## config.mk

```make
export PLATFORM = sky130hd
export DESIGN_NAME = mem_port_arbiter
export DESIGN_NICKNAME = d
export VERILOG_FILES = /design/src/rtl/mem_port_arbiter.sv
export SDC_FILE = /design/constraint.sdc
export NUM_CORES = 1
export LEC_CHECK = 0
export CAP_MARGIN = 20
export CORE_MARGIN = 2
export CORE_UTILIZATION = 40
export DETAILED_ROUTE_END_ITERATION = 8
export PLACE_DENSITY = 0.78
export SYNTH_ARGS = -nofsm -noshare
export SYNTH_HDL_FRONTEND = slang
export SYNTH_SLANG_ARGS = --single-unit
```

## constraint.sdc

```tcl
create_clock -name clk -period 4.1 [get_ports clk]
set_input_delay 0.41 -clock clk [delete_from_list [all_inputs] [get_ports clk]]
set_output_delay 0.41 -clock clk [all_outputs]
set_load 0.005 [all_outputs]
```

## src/rtl/mem_port_arbiter.sv

```systemverilog
// mem_port_arbiter
// Shares one external memory port between the instruction prefetcher and the
// data path. Only one transaction is presented at a time. Every read is noted
// in a small in-order message FIFO so that returning data can be steered to
// the requester that issued it. A prefetch flush turns every queued fetch into
// a discard marker, so fetches issued before a branch never reach the core.

module mem_port_arbiter #(
    parameter int ADDR_BITS  = 16,
    parameter int DEPTH      = 4,
    parameter int MAX_STREAK = 3
) (
    input  logic                         clk,
    input  logic                         reset,
    input  logic                         pf_req,
    input  logic [ADDR_BITS-1:0]         pf_addr,
    input  logic                         pf_flush,
    output logic                         pf_ack,
    input  logic                         d_req,
    input  logic                         d_we,
    input  logic                         d_wide,
    input  logic [ADDR_BITS-1:0]         d_addr,
    input  logic [15:0]                  d_wdata,
    output logic                         d_ack,
    output logic                         mem_valid,
    input  logic                         mem_ready,
    output logic [ADDR_BITS-1:0]         mem_addr,
    output logic                         mem_we,
    output logic                         mem_wide,
    output logic [15:0]                  mem_wdata,
    input  logic                         rsp_valid,
    input  logic [15:0]                  rsp_data,
    output logic                         pf_rvalid,
    output logic [15:0]                  pf_rdata,
    output logic                         d_rvalid,
    output logic [15:0]                  d_rdata,
    output logic [$clog2(DEPTH+1)-1:0]   outstanding,
    output logic                         rsp_err
);

    localparam int CW = $clog2(DEPTH + 1);
    localparam int PW = (DEPTH > 1) ? $clog2(DEPTH) : 1;
    localparam int SW = (MAX_STREAK > 0) ? $clog2(MAX_STREAK + 1) : 1;

    localparam logic [CW-1:0] DEPTH_C  = CW'(DEPTH);
    localparam logic [SW-1:0] STREAK_C = SW'(MAX_STREAK);
    localparam logic [PW-1:0] LAST_C   = PW'(DEPTH - 1);

    // Message types held in the FIFO, one per outstanding read
    typedef enum logic [1:0] {
        MSG_PF         = 2'd0,
        MSG_PF_DISCARD = 2'd1,
        MSG_RD         = 2'd2
    } msg_t;

    // FIFO storage and bookkeeping
    msg_t              type_r [DEPTH];
    logic              wide_r [DEPTH];
    logic [PW-1:0]     rd_ptr_r;
    logic [PW-1:0]     wr_ptr_r;
    logic [CW-1:0]     count_r;
    logic [SW-1:0]     streak_r;

    // Arbitration and routing decisions for the current cycle
    logic              port_free_s;
    logic              fifo_full_s;
    logic              fifo_empty_s;
    logic              pf_elig_s;
    logic              d_elig_s;
    logic              pf_grant_s;
    logic              d_grant_s;
    logic              push_s;
    logic              pop_s;
    msg_t              push_type_s;
    logic              push_wide_s;
    msg_t              head_type_s;
    logic              head_wide_s;
    msg_t              head_eff_s;
    logic              route_pf_s;
    logic              route_d_s;

    // Circular pointer advance that also works for non power-of-two depths
    function automatic logic [PW-1:0] ptr_next(input logic [PW-1:0] p);
        if (p == LAST_C) begin
            return PW'(0);
        end else begin
            return p + PW'(1);
        end
    endfunction

    assign port_free_s  = !mem_valid || mem_ready;
    assign fifo_full_s  = (count_r >= DEPTH_C);
    assign fifo_empty_s = (count_r == CW'(0));
    assign pf_elig_s    = pf_req && !pf_flush && !fifo_full_s;
    assign d_elig_s     = d_req && (d_we || !fifo_full_s);

    // Pick at most one winner; data normally wins unless the prefetcher has
    // been starved for the maximum streak
    always_comb begin
        pf_grant_s = 1'b0;
        d_grant_s  = 1'b0;
        if (reset) begin
            pf_grant_s = 1'b0;
            d_grant_s  = 1'b0;
        end else if (port_free_s) begin
            if (pf_elig_s && (!d_elig_s || (streak_r == STREAK_C))) begin
                pf_grant_s = 1'b1;
            end else if (d_elig_s) begin
                d_grant_s = 1'b1;
            end else begin
                pf_grant_s = 1'b0;
                d_grant_s  = 1'b0;
            end
        end else begin
            pf_grant_s = 1'b0;
            d_grant_s  = 1'b0;
        end
    end

    assign pf_ack      = pf_grant_s;
    assign d_ack       = d_grant_s;
    assign push_s      = pf_grant_s || (d_grant_s && !d_we);
    assign push_type_s = pf_grant_s ? MSG_PF : MSG_RD;
    assign push_wide_s = pf_grant_s ? 1'b1 : d_wide;
    assign pop_s       = rsp_valid && !fifo_empty_s;
    assign head_type_s = type_r[rd_ptr_r];
    assign head_wide_s = wide_r[rd_ptr_r];
    assign outstanding = count_r;

    // A fetch popped in the same cycle as a flush is dropped like the rest
    always_comb begin
        head_eff_s = head_type_s;
        if (pf_flush && (head_type_s == MSG_PF)) begin
            head_eff_s = MSG_PF_DISCARD;
        end else begin
            head_eff_s = head_type_s;
        end
    end

    // Decide which requester (if any) receives the response being popped
    always_comb begin
        route_pf_s = 1'b0;
        route_d_s  = 1'b0;
        case (head_eff_s)
            MSG_PF: begin
                route_pf_s = pop_s;
            end
            MSG_RD: begin
                route_d_s = pop_s;
            end
            default: begin
                route_pf_s = 1'b0;
                route_d_s  = 1'b0;
            end
        endcase
    end

    // Message FIFO contents: flush retags fetches, then a new read is written.
    // Stale slots may be retagged too; they are overwritten before reuse.
    always_ff @(posedge clk or posedge reset) begin
        if (reset) begin
            for (int i = 0; i < DEPTH; i++) begin
                type_r[i] <= MSG_PF_DISCARD;
                wide_r[i] <= 1'b0;
            end
        end else begin
            for (int i = 0; i < DEPTH; i++) begin
                if (pf_flush && (type_r[i] == MSG_PF)) begin
                    type_r[i] <= MSG_PF_DISCARD;
                end
            end
            if (push_s) begin
                type_r[wr_ptr_r] <= push_type_s;
                wide_r[wr_ptr_r] <= push_wide_s;
            end
        end
    end

    // FIFO pointers and occupancy; simultaneous push and pop keep the count
    always_ff @(posedge clk or posedge reset) begin
        if (reset) begin
            rd_ptr_r <= PW'(0);
            wr_ptr_r <= PW'(0);
            count_r  <= CW'(0);
        end else begin
            if (push_s) begin
                wr_ptr_r <= ptr_next(wr_ptr_r);
            end
            if (pop_s) begin
                rd_ptr_r <= ptr_next(rd_ptr_r);
            end
            case ({push_s, pop_s})
                2'b10:   count_r <= count_r + CW'(1);
                2'b01:   count_r <= count_r - CW'(1);
                default: count_r <= count_r;
            endcase
        end
    end

    // Count consecutive data grants taken while the prefetcher is waiting
    always_ff @(posedge clk or posedge reset) begin
        if (reset) begin
            streak_r <= SW'(0);
        end else if (!pf_req || pf_grant_s) begin
            streak_r <= SW'(0);
        end else if (d_grant_s && (streak_r != STREAK_C)) begin
            streak_r <= streak_r + SW'(1);
        end else begin
            streak_r <= streak_r;
        end
    end

    // Memory port register: load the winner, hold while stalled, idle when done
    always_ff @(posedge clk or posedge reset) begin
        if (reset) begin
            mem_valid <= 1'b0;
            mem_addr  <= {ADDR_BITS{1'b0}};
            mem_we    <= 1'b0;
            mem_wide  <= 1'b0;
            mem_wdata <= 16'h0000;
        end else if (pf_grant_s) begin
            mem_valid <= 1'b1;
            mem_addr  <= pf_addr;
            mem_we    <= 1'b0;
            mem_wide  <= 1'b1;
            mem_wdata <= 16'h0000;
        end else if (d_grant_s) begin
            mem_valid <= 1'b1;
            mem_addr  <= d_addr;
            mem_we    <= d_we;
            mem_wide  <= d_wide;
            mem_wdata <= d_wdata;
        end else if (port_free_s) begin
            mem_valid <= 1'b0;
        end else begin
            mem_valid <= mem_valid;
        end
    end

    // Registered response routing and the empty-FIFO response error pulse
    always_ff @(posedge clk or posedge reset) begin
        if (reset) begin
            pf_rvalid <= 1'b0;
            pf_rdata  <= 16'h0000;
            d_rvalid  <= 1'b0;
            d_rdata   <= 16'h0000;
            rsp_err   <= 1'b0;
        end else begin
            pf_rvalid <= route_pf_s;
            d_rvalid  <= route_d_s;
            rsp_err   <= rsp_valid && fifo_empty_s;
            if (route_pf_s) begin
                pf_rdata <= rsp_data;
            end
            if (route_d_s) begin
                d_rdata <= head_wide_s ? rsp_data : {8'h00, rsp_data[7:0]};
            end
        end
    end

endmodule

```

# Yosys cells after proc, flatten, opt, wreduce, memory -nomap -nowiden
# Index checks and enable logic that the tools add are counted.
# W data, S select, Z words.
[word_totals] regBits=91 inputBits=73 wordCells=123 output_inout_bits=75
[classes] n_addsub=5 n_lt_le_gt_ge=4 n_eq_ne=7 reduce_logical=37 bitwise_logic=2 muxes=46
[ops] op="$mux W16" count=5
[ops] op="$mux W2" count=13
[ops] op="$mux W1" count=20
[ops] op="$logic_and A1 B1 Y1" count=14
[ops] op="$logic_not A2 Y1" count=6
[ops] op="$eq A2 B2 Y1 const B" count=5
[ops] op="$ge A3 B3 Y1 const B" count=3
[ops] op="$bwmux W8" count=1
[ops] op="$mux W8" count=1
[ops] op="$logic_not A1 Y1" count=7
[ops] op="$add A2 B1 Y2 const B" count=3
[ops] op="$not A2 Y3" count=2
[ops] op="$pmux W3 S2" count=1
[ops] op="$reduce_bool A2 Y1" count=3
[ops] op="$logic_or A1 B1 Y1" count=5
[ops] op="$bmux W2 S2" count=1
[ops] op="$bwmux W4" count=1
[ops] op="$demux W2 S2" count=1
[ops] op="$add A3 B1 Y3 const B" count=1
[ops] op="$logic_not A3 Y1" count=1
[ops] op="$lt A3 B1 Y1 const B" count=1
[ops] op="$reduce_bool A3 Y1" count=1
[ops] op="$sub A3 B1 Y3 const B" count=1
[ops] op="$bmux W1 S2" count=1
[ops] op="other kinds (3)" count=3

# Depth between registers and ports, before layout
# Gate-level depths: netlist (run 1).
[logic_depth] ltp_word=14 mapped_depth=12 mapped_depth_nobuf=11

# Worst setup path before layout (run 1)
# No wires, ideal clock.
[synth_timing] path_type="input to register" from="input port reset" to="register count_r[2] (netlist: outstanding[2])" n_path_buf=1 arrival_ns=4.308 setup_time_ns=0.127 t_required_ns=3.973 setup_slack_ns=-0.336 path_stages=11 cell_sequence="inv_1 > nand4_1 > o21bai_2 > buf_2 > inv_1 > ha_1 > inv_1 > fa_1 > xor2_1 > nor2_1 > xor2_1"
[synth_between] elab_chain_cells=5 elab_cells_between_ends=8 classes_between="eq/ne (2); mux (3); reduce/logical (3)"
[synth_lines] element="start, declared" line_no="14" rtl="input logic reset,"
[synth_lines] element="$mux W1" line_no="102" rtl="if (reset) begin"
[synth_lines] element="$logic_and A1 B1 Y1" line_no="122" rtl="assign push_s = pf_grant_s || (d_grant_s && !d_we);"
[synth_lines] element="$logic_or A1 B1 Y1 (*)" line_no="122"
[synth_lines] element="$eq A2 B1 Y1 / $eq A2 B2 Y1 (equally long branches)" line_no="192" rtl="case ({push_s, pop_s})"
[synth_lines] element="$pmux W3 S2 / $reduce_bool A2 Y1 (equally long branches)"
[synth_lines] element="end signal, assigned" line_no="193" rtl="2'b10: count_r <= count_r + CW'(1);"
[synth_lines] element="end signal, assigned" line_no="194" rtl="2'b01: count_r <= count_r - CW'(1);"
[synth_lines] element="end signal, assigned" line_no="195" rtl="default: count_r <= count_r;"
[synth_lines] element="end, declared" line_no="61" rtl="logic [CW-1:0] count_r;"
# Every way passes the cells marked *; elsewhere a longest branch is shown, timed or not.
# A chain may end at the register's enable or synchronous reset.

# Worst setup path after layout (run 1)
[layout_timing] from="input port reset" to="output port d_ack"
[layout_between] elab_chain_cells=1
[layout_lines] element="$mux W1" line_no="102"
[layout_lines] element="end, declared" line_no="24" rtl="output logic d_ack,"
# No other way between the ends.

==> results of run 1 <==
## cell usage after synthesis, types with 2 or more instances
cell type	instances
a22o_1	13
nor2b_1	2
nor4_4	2
mux4_2	3
inv_1	13
buf_6	2
ha_1	7
buf_2	6
xor2_1	2
clkbuf_1	5
a21o_1	14
mux2i_1	4
mux2_2	25
nand2_1	58
a31oi_1	4
xnor2_1	2
dfstp_2	4
dfrtp_1	87
nor2_1	11
a21oi_1	37
o21ai_0	14
nand2b_1	3
## state kept, by name (all words and copies together) (netlist names), 2 cells and up
signal       cells
wr_ptr_r         2
mem_wdata       16
pf_rdata        16
rd_ptr_r         2
mem_addr        16
outstanding      3
wide_r           4
d_rdata         16
type_r           8
streak_r         2
## critical path, cell delays in order
cell             delay [ns]
clkdlybuf4s50_1        0.54
clkinvlp_4             0.34
nand4_1                0.22
nor2_1                 0.77
clkdlybuf4s50_1        0.66
## cell usage in the layout, fill, tap and decap left out, types with 12 or more instances in the layout
cell             Yosys  final
a21oi_1             37     37
o21ai_0             14     14
mux2_2              25     25
a22o_1              13     13
dfrtp_1             87     87
nand2_1             58     58
a21o_1              14     14
inv_1               13     12
clkdlybuf4s50_1      0    147
## logic make-up (layout without fill, tap and decap cells)
| logic type | after synthesis | count (layout) |
|---|---|---|
| compound gates | 84 | 84 |
| xor+xnor | 4 | 4 |
| fa+ha+maj | 8 | 8 |
| buf+inv | 27 | 181 |
| flops | 91 | 91 |
| mux | 32 | 32 |
| simple gates | 83 | 83 |
## worst min-delay path by stage
| stage | start | end | slack (ns) |
|---|---|---|---|
| 6_report | mem_addr[5]$_DFFE_PP0P_ | mem_addr[5]$_DFFE_PP0P_ | 0.48 |
| 5_1_grt | mem_addr[0]$_DFFE_PP0P_ | mem_addr[0]$_DFFE_PP0P_ | 0.51 |
| 4_1_cts | mem_addr[5]$_DFFE_PP0P_ | mem_addr[5]$_DFFE_PP0P_ | 0.48 |
| 3_5_place_dp | mem_addr[5]$_DFFE_PP0P_ | mem_addr[5]$_DFFE_PP0P_ | 0.46 |
| 3_3_place_gp | mem_addr[0]$_DFFE_PP0P_ | mem_addr[0]$_DFFE_PP0P_ | 0.46 |
| 2_1_floorplan | d_rdata[10]$_DFFE_PP0P_ | d_rdata[10]$_DFFE_PP0P_ | 0.47 |
## power breakdown
part           switching [uW]  leakage, uW  internal, uW
Combinational             520      0.00130           886
Sequential                232      0.00113          1270
Clock                     293    0.0000819           254
Total                    1050      0.00251          2410
## stage by stage
| stage | std cells | instance area [um^2] |
|---|---|---|
| final | 612 | 5630 |
| after global routing | 612 | 5630 |
| after CTS | 611 | 5610 |
| after detailed placement | 595 | 5430 |
| after global placement | 595 | 5430 |
| after floorplan | 329 | 3850 |
## routing by layer
layer / up-vias / share of wire, % / GRT usage (%)
met2: 121 / 47 / 27.7
met1: 1432 / 44 / 22.7
met3: 9 / 7.6 / 4.65
li1: 1425 / - / -
met4: 0 / 1.4 / 5.44
met5: - / 0 / 0
## layout make-up
| type | instances | area [um^2] | share of cell area, % |
|---|---|---|---|
| multi-input combinational | 211 | 1440 | 25.5 |
| clock inverter | 3 | 22.5 | 0.400 |
| timing repair buffer | 152 | 1510 | 26.9 |
| tap | 129 | 161 | 2.87 |
| inverter | 13 | 52.6 | 0.934 |
| clock buffer | 13 | 159 | 2.82 |
| sequential | 91 | 2280 | 40.6 |
==> results by group, run 1 <==
Run status
  • Status: finished, final reports clean

Clocking
  • Max clock buf depth: 2
  • Post-CTS Setup Inserts: 0
  • Clk sinks: 91
  • Post-cts sizing count: 0
  • Clk pin slew, worst setup/hold paths: 0.09 ns
  • H-tree levels: 3
  • TritonCTS clock tree: built
  • Root Buffer: clkbuf_8
  • Number of CTS-inserted buffers: 9
  • Clock Latency Late Sink: 0.34 ns
  • CTS Hold Bufs: 0

Yosys
  • Syn Nets: 410
  • Synth Area in Compound Gates: 13.5%
  • Cell area after synthesis: 3840 um^2
  • Post-Synth XOR/XNOR Area: 0.911%
  • Area leader, netlist: dfrtp_1
  • Mean Syn Cell Area: 11.7 um^2
  • Register area share after synthesis: 59.4%
  • Prevailing post-synth register cell: dfrtp_1
  • Top cells by area, synth: dfrtp_1 57%, mux2_2 7.3%, nand2_1 5.7%
  • Post-synthesis mux area share: 10.1%
  • Netlist cell types: 33
  • Cell count after synthesis: 329
  • Post-Synth Adder-Cell Area: 2.80%
  • EDFF count, synth: 0
  • Yosys top cell area share: 56.6%
  • Largest family of logic cells by synthesized area: compound AO/OA/AOI/OAI gates
  • Simple-gate share of the synthesized area: 10.0%
  • YS warnings: 0
  • Ys async rst share: 100%
  • Yosys reg bits: 91

Layout
  • Filler Cells Inserted: 789
  • Final core utilization: 60.6%
  • P&R area growth vs syn: 46.3%
  • Layout cells sized above 1: 11.8%
  • Antenna cells: 0
  • # nets final: 559

Pwr
  • Pleak: 0.00251 uW
  • P per Cell Area: 615 nW/um^2
  • Max rail drop VDD: 0.286 mV
  • Design Power: 3460 uW

Worst setup path
  • Crit start category: primary input
  • Crit path DAT: 2.95 ns
  • RR Startpoint: outstanding[2]$_DFFE_PP0P_
  • Worst Setup EP: d_ack
  • Crit. End Element: primary output
  • Worst reg-to-reg path cell count: 10
  • R2R Path End: outstanding[2]$_DFFE_PP0P_
  • Worst Setup SP: reset
  • Setup CP Type: primary input to primary output
  • CP max FO: 18
  • Reg2reg setup slack: 1.45 ns
  • CP required: 3.69 ns

Detailed routing
  • Remaining DRCs: 0
  • Via count: 2987
  • TritonRoute pass-1 iters: 5
  • DRT iter0 DRCs: 90
  • Final wirelength: 8680 um
  • Via/cell ratio: 4.88
  • Routed wire length per instance: 14.2 um
  • Post-route ant nets: 0

Flow run
  • # Max-Cap Violations: 0

Place
  • Placer Congestion: 0.751
  • Post-placement worst setup slack: 0.765 ns
  • Hpwl dp: 6280 um
  • IO Port Bufs: 147

STA
  • Max-slew violations: 0
  • Fin crit share: 81.9%
  • Setup TNS: 0 ns
  • Fmax: 298 MHz
  • Final hold vios: 0
  • RSZ-0062 raised after global routing: no
  • Hold_ws: 0.478 ns
  • Slew @ Worst Pin: 0.956 ns
  • Crit path time final: 3.36 ns
  • Max_slew headroom: 36.1%
  • Final setup skew: 0.00931 ns
  • Worst setup margin: 0.742 ns
  • Final setup violating endpoints: 0

Worst hold path
  • Cell depth of the worst hold path: 1
  • Hold Path Class: flop to flop

Die
  • Die Height: 102 um
  • Starting Density: 41.4%
  • I/O pins: 148
  • Die X: 102 um
  • Core ar.: 9280 um^2
  • Row count: 35
  • Die area: 10400 um^2

Global route
  • Largest net degree at the start of global routing: 76
  • Number of antenna violations at the first check in global routing: 0
  • Total gr overflow: 0
  • Vias in the first global route: 2954
  • Total GRT Usage: 17.2%
  • First-pass GRT wire length: 14000 um
No activity file was read; power rests on OpenSTA's default activity.
==> inputs of run 2 (changes only) <==
Settings changed: CORE_UTILIZATION 40 to 44, PLACE_DENSITY 0.78 to 0.81.
Clock period 4.1 ns to 3.5 ns, I/O delays scaled along.
==> run 2 against run 1 <==
Non-clock buffer count is 4 higher. Count of clock-buffer cells in the layout is 2 lower. Die area is 8.7% lower. Register-to-register slack worse by 0.44 ns. Power is 23% higher. Cell count fell by 2.8%. Clock power is 44% higher. Core utilization is 5.8 points higher. Cell area grew 1.4%.
==> results by group, run 2 (synthesized netlist as in run 1, its figures left out) <==
Clocking
  • Post-cts sizing count: 0 (unchanged)
  • H-tree levels: 3 (unchanged)
  • Post-CTS Setup Inserts: 0 (unchanged)
  • CTS Hold Bufs: 0 (unchanged)
  • Clk sinks: 91 (unchanged)
  • TritonCTS clock tree: built
  • Root Buffer: clkbuf_8
  • Clock Latency Late Sink: 0.35 ns (about the same)
  • Clk pin slew, worst setup/hold paths: 0.08 ns (about the same)
  • Max clock buf depth: 2 (unchanged)
  • Number of CTS-inserted buffers: 9 (unchanged)

Layout
  • Antenna cells: 0 (unchanged)
  • # nets final: 563 (+0.72%)
  • Most frequent cells in the layout: 147 x clkdlybuf4s50_1, 87 x dfrtp_1, 58 x nand2_1
  • Layout cells sized above 1: 13.6% (+1.8 points)
  • Final core utilization: 66.4% (+5.8 points)
  • Final Non-Filler Cells: 595 (-2.8%)
  • Fin area: 5710 um^2 (+1.4%)
  • Commonest non-fill, non-tap cell in the layout: clkdlybuf4s50_1
  • P&R area growth vs syn: 48.4%

Place
  • Hpwl dp: 6700 um (+6.6%)
  • Placed cell area: 5450 um^2 (+0.35%)
  • Placer Congestion: 0.806 (+7.2%)
  • Cells after DPL: 578 (-2.9%)
  • IO Port Bufs: 147 (unchanged)

Worst setup path
  • CP delay by family, top: simple AND/OR/NAND/NOR gates
  • Top cell by count, worst path: nor2_1
  • Worst reg-to-reg path cell count: 8 (-2)
  • CP peak stage delay: 0.69 ns (-0.08 ns)
  • Critical path depth: 5 (unchanged)
  • Crit path DAT: 2.66 ns (-0.29 ns)
  • Slowest stage cell, crit path: nor2_1
  • CP max FO: 14 (-4)
  • Sequence of cells on the critical path: ha_1 -> nor2b_1 -> nor2_1 -> nor2_1 -> clkdlybuf4s50_1
  • Worst path bufs/invs: 1 (-2)
  • CP required: 3.15 ns (-0.54 ns)
  • R2R Path End: outstanding[2]$_DFFE_PP0P_
  • Crit start category: flop
  • Crit. End Element: primary output
  • Setup CP Type: flop to primary output
  • RR Startpoint: outstanding[2]$_DFFE_PP0P_
  • Reg2reg setup slack: 1.01 ns (-0.44 ns)

STA
  • Final setup violating endpoints: 0 (unchanged)
  • Max-slew violations: 0 (unchanged)
  • Hold_ws: 0.481 ns (+0.00310 ns)
  • Fin crit share: 86.1%
  • Max_slew headroom: 29.6% (-6.4 points)
  • Final setup skew: 0.0128 ns (+0.00349 ns)
  • Fmax: 332 MHz
  • Crit path time final: 3.01 ns
  • Slew @ Worst Pin: 1.05 ns (+0.0913 ns)
  • Final hold vios: 0 (unchanged)
  • RSZ-0062 raised after global routing: no
  • Setup TNS: 0 ns (unchanged)

Run status
  • Status: finished, final reports clean

Global route
  • Total GRT Usage: 19.8% (+2.6 points)
  • Vias in the first global route: 3171 (+7.3%)
  • First-pass GRT wire length: 15200 um (+8.7%)
  • Largest net degree at the start of global routing: 92 (+21%)
  • Number of antenna violations at the first check in global routing: 0 (unchanged)
  • Total gr overflow: 0 (unchanged)

Pwr
  • Sequential share of power: 41.6% (-1.9 points)
  • P_int: 2970 uW (+23%)
  • Gate power share: 39.8% (-0.9 points)
  • Switch share: 29.9% (-0.31 points)
  • Clock share of power: 18.6% (+2.8 points)
  • Max rail drop VDD: 0.297 mV (+4.1%)
  • P_sw: 1270 uW (+21%)
  • P per Cell Area: 742 nW/um^2 (+21%)
  • Pleak: 0.00257 uW (+2.3%)

Detailed routing
  • Routed wire length per instance: 15.2 um (+7.4%)
  • Remaining DRCs: 0 (unchanged)
  • DRT iter0 DRCs: 98 (+8.9%)
  • Post-route ant nets: 0 (unchanged)
  • Via count: 2995 (+0.27%)
  • Final wirelength: 9060 um (+4.4%)
  • TritonRoute pass-1 iters: 5 (unchanged)
  • Via/cell ratio: 5.03 (+3.1%)

Worst hold path
  • Cell depth of the worst hold path: 1 (unchanged)
  • Hold Path End: mem_addr[0]$_DFFE_PP0P_
  • Hold Path Class: flop to flop
  • Hold Crit Start: mem_addr[0]$_DFFE_PP0P_

Die
  • Starting Density: 44.7% (+3.3 points)
  • Die X: 97.5 um (-4.5%)
  • I/O pins: 148 (unchanged)
  • Row count: 34 (-2.9%)
  • Die Height: 97.5 um (-4.5%)
  • Die area: 9500 um^2 (-8.7%)
  • Core ar.: 8590 um^2 (-7.4%)

Flow run
  • # Max-Cap Violations: 0 (unchanged)
-- run 2: cell types whose count changed in the layout (fill, tap and decap cells not counted), moves of 2 or more --
| cell | previous run | this run |
|---|---|---|
| clkinv_4 | 0 | 3 |
| clkinvlp_4 | 4 | 1 |
| inv_2 | 0 | 2 |
| inv_1 | 12 | 10 |
| buf_4 | 4 | 8 |
| bufinv_16 | 0 | 2 |
-- run 2: final cells by class --
class | instances | area [um^2]
Clock inverter | 5 | 86.3
Tap cell | 108 | 135
Multi-Input combinational cell | 211 | 1450
Fill cell | 655 | 2890
Sequential cell | 91 | 2280
Inverter | 13 | 52.6
Timing Repair Buffer | 156 | 1560
Clock buffer | 11 | 141
-- run 2: power by group through the flow --
stage	Sequential (uW)	Clock, uW	Combinational (uW)
finish	1760	788	1690
global route	1830	845	1860
CTS	1770	805	1710
detailed placement	1780	0	1690
global placement	1770	0	1640
floorplan	1770	0	729
-- run 2: worst max-delay path by stage --
stage / from / endpoint / slack, ns
6_report: streak_r[0]$_DFFE_PP0P_ / d_ack / 0.49
5_1_grt: streak_r[0]$_DFFE_PP0P_ / d_ack / 0.29
4_1_cts: streak_r[0]$_DFFE_PP0P_ / d_ack / 0.46
3_5_place_dp: d_req / d_ack / 0.59
3_3_place_gp: d_req / d_ack / 0.64
2_1_floorplan: reset / outstanding[2]$_DFFE_PP0P_ / -0.03
-- run 2: per-layer routing --
metal  vias to the layer above  share of wire [%]  track usage, %
li1                       1445                  -               -
met5                         -                  0               0
met4                         0                1.4            6.94
met2                       114                 48            32.1
met3                         8                6.8            5.04
met1                      1428                 44            25.8
-- run 2: through the flow --
| step | total power, uW | setup WS (ns) |
|---|---|---|
| 6_report | 4240 | 0.486 |
| 5_1_grt | 4530 | 0.287 |
| 4_1_cts | 4280 | 0.463 |
| 3_5_place_dp | 3480 | 0.593 |
| 3_3_place_gp | 3410 | 0.640 |
| 2_1_floorplan | 2500 | -0.0251 |
==> inputs of run 3 (changes only) <==
Settings changed: CORE_MARGIN 2 to 8, CORE_UTILIZATION 44 to 47, PLACE_DENSITY 0.81 to 0.86.
Clock period 3.5 ns to 3.58 ns, I/O delays scaled along.
==> run 3 against run 2 <==
Non-clock buffer count fell by 2. Routed wire length grew 10%. Largest power group unchanged. Register-to-register slack barely moved. Critical path type is now primary input to primary output. Sequential share of layout area increased by 0.39 points.
==> results by group, run 3 (synthesized netlist as in run 1, its figures left out) <==
Pwr
  • Clock share of power: 16.8% (-1.8 points)
  • P_int: 2810 uW (-5.3%)
  • Max rail drop VDD: 0.398 mV (+34%)
  • P per Cell Area: 725 nW/um^2 (-2.4%)
  • Gate power share: 40.8% (+1.0 points)
  • Pleak: 0.00254 uW (-0.99%)
  • P_sw: 1280 uW (+1.3%)
  • Design Power: 4100 uW (-3.3%)
  • Switch share: 31.4% (+1.4 points)
  • Sequential share of power: 42.4% (+0.8 points)

Die
  • Die X: 106 um (+9.2%)
  • I/O pins: 148 (unchanged)
  • Row count: 33 (-2.9%)
  • Die area: 11300 um^2 (+19%)
  • Starting Density: 47.5% (+2.8 points)
  • Die Height: 106 um (+9.2%)
  • Core ar.: 8090 um^2 (-5.8%)

Clocking
  • Clk sinks: 91 (unchanged)
  • H-tree levels: 3 (unchanged)
  • Post-cts sizing count: 0 (unchanged)
  • Root Buffer: clkbuf_8
  • Max clock buf depth: 2 (unchanged)
  • CTS Hold Bufs: 0 (unchanged)
  • Post-CTS Setup Inserts: 0 (unchanged)
  • Clk pin slew, worst setup/hold paths: 0.09 ns (about the same)
  • TritonCTS clock tree: built
  • Number of CTS-inserted buffers: 9 (unchanged)
  • Clock Latency Late Sink: 0.35 ns (about the same)

STA
  • Setup TNS: 0 ns (unchanged)
  • Final setup violating endpoints: 0 (unchanged)
  • Final setup skew: 0.00678 ns (-0.00602 ns)
  • RSZ-0062 raised after global routing: no
  • Fin crit share: 84.2%
  • Slew @ Worst Pin: 1.01 ns (-0.0395 ns)
  • Fmax: 332 MHz
  • Crit path time final: 3.02 ns
  • Max_slew headroom: 32.3% (+2.7 points)
  • Max-slew violations: 0 (unchanged)
  • Final hold vios: 0 (unchanged)

Global route
  • First-pass GRT wire length: 16300 um (+7.3%)
  • Number of antenna violations at the first check in global routing: 0 (unchanged)
  • Busiest grt layer: met2
  • Total gr overflow: 0 (unchanged)
  • Total GRT Usage: 17.8% (-2.0 points)
  • Largest net degree at the start of global routing: 92 (unchanged)
  • M3 GR Usage: 7.80% (+2.8 points)
  • Vias in the first global route: 3265 (+3.0%)
  • Met1 usage: 21.2% (-4.6 points)
  • Met2 Use GR: 29.2% (-2.9 points)

Layout
  • Most frequent cells in the layout: 147 x clkdlybuf4s50_1, 87 x dfrtp_1, 58 x nand2_1
  • Antenna cells: 0 (unchanged)
  • Commonest non-fill, non-tap cell in the layout: clkdlybuf4s50_1
  • # nets final: 561 (-0.36%)
  • P&R area growth vs syn: 47.0%
  • Layout cells sized above 1: 13.0% (-0.56 points)
  • Fin area: 5650 um^2 (-0.96%)

Flow run
  • # Max-Cap Violations: 0 (unchanged)

Place
  • Placer Congestion: 0.748 (-7.1%)
  • IO Port Bufs: 147 (unchanged)
  • Hpwl dp: 7490 um (+12%)
  • Placed cell area: 5420 um^2 (-0.53%)

Detailed routing
  • Routed wire length per instance: 17.0 um (+11%)
  • Final wirelength: 10000 um (+10%)
  • TritonRoute pass-1 iters: 4 (-1)
  • Via/cell ratio: 5.16 (+2.5%)
  • Post-route ant nets: 0 (unchanged)
  • Remaining DRCs: 0 (unchanged)
  • DRT iter0 DRCs: 142 (+45%)
  • Via count: 3043 (+1.6%)

Worst setup path
  • Worst path bufs/invs: 3 (+2)
  • Crit start category: primary input
  • Crit. End Element: primary output
  • Crit path DAT: 2.66 ns (about the same)
  • Setup CP Type: primary input to primary output
  • Sequence of cells on the critical path: clkdlybuf4s50_1 -> or3b_1 -> nor4_4 -> buf_4 -> clkdlybuf4s50_1
  • CP delay by family, top: buffers and inverters
  • CP peak stage delay: 0.59 ns (-0.10 ns)
  • Top cell by count, worst path: clkdlybuf4s50_1
  • CP max FO: 44 (+30)
  • CP required: 3.22 ns (+0.07 ns)
  • Slowest stage cell, crit path: clkdlybuf4s50_1

Run status
  • Status: finished, final reports clean

Worst hold path
  • Hold Path Class: flop to flop
[run 3: changes by cell type in the layout (fill, tap and decap cells not counted)]
cell / previous run / this run
inv_6: 0 / 1
buf_4: 8 / 6
ha_2: 0 / 1
clkinvlp_4: 1 / 2
inv_2: 2 / 0
inv_1: 10 / 12
clkbuf_8: 10 / 9
ha_4: 1 / 0
clkbuf_1: 1 / 0
clkinv_2: 0 / 1
bufinv_16: 2 / 1
[run 3: through the flow]
step,setup WS (ns),std cells,hold WS (ns),utilization [%]
6_report,0.565,590,0.486,69.8
5_1_grt,0.483,590,0.505,69.8
4_1_cts,0.571,589,0.484,69.5
3_5_place_dp,0.556,573,0.464,67.0
3_3_place_gp,0.587,573,0.459,67.0
2_1_floorplan,0.0153,329,0.473,-
[run 3: layout make-up]
class | count | area (um^2)
inverters | 13 | 52.6
well taps | 105 | 131
repair buffers | 154 | 1540
multi-input cells | 211 | 1440
fillers | 605 | 2440
clock buffers | 9 | 124
flip-flops and latches | 91 | 2280
clock inverters | 7 | 77.6
[run 3: power by group through the flow]
stage / combinational (uW) / sequential [uW] / clock (uW)
5_1_grt: 1830 / 1790 / 749
6_report: 1670 / 1740 / 688
4_1_cts: 1690 / 1740 / 708
3_3_place_gp: 1620 / 1720 / 0
3_5_place_dp: 1680 / 1750 / 0
2_1_floorplan: 707 / 1730 / 0
[run 3: final timing paths]
path | start | endpoint | slack (ns) | depth (start not counted)
max in group asynchronous | reset | type_r[0]$_DFF_PP1_ | 2.38 | 4
worst max-delay path | pf_flush | pf_ack | 0.56 | 5
min in group asynchronous | reset | mem_addr[11]$_DFFE_PP0P_ | 0.54 | 3
worst max register to register | outstanding[2]$_DFFE_PP0P_ | outstanding[1]$_DFFE_PP0P_ | 1.00 | 8
worst min-delay path | mem_addr[0]$_DFFE_PP0P_ | mem_addr[0]$_DFFE_PP0P_ | 0.49 | 1
worst min register to register | mem_addr[0]$_DFFE_PP0P_ | mem_addr[0]$_DFFE_PP0P_ | 0.49 | 1
[run 3: per-layer routing]
layer / wire length (um) / share of wire [%]
met5: 0 / 0
met4: 35 / 0.35
met3: 993 / 9.9
met2: 4890 / 49
met1: 4090 / 41
[run 3: worst reg2reg max path: stages, from the launching register on]
cell and delay, ns:
dfrtp_1 0.47, or3b_1 0.46, nor4_4 0.24, o21bai_2 0.37, inv_1 0.11, ha_2 0.21
inv_1 0.07, fa_2 0.42, mux2i_1 0.16
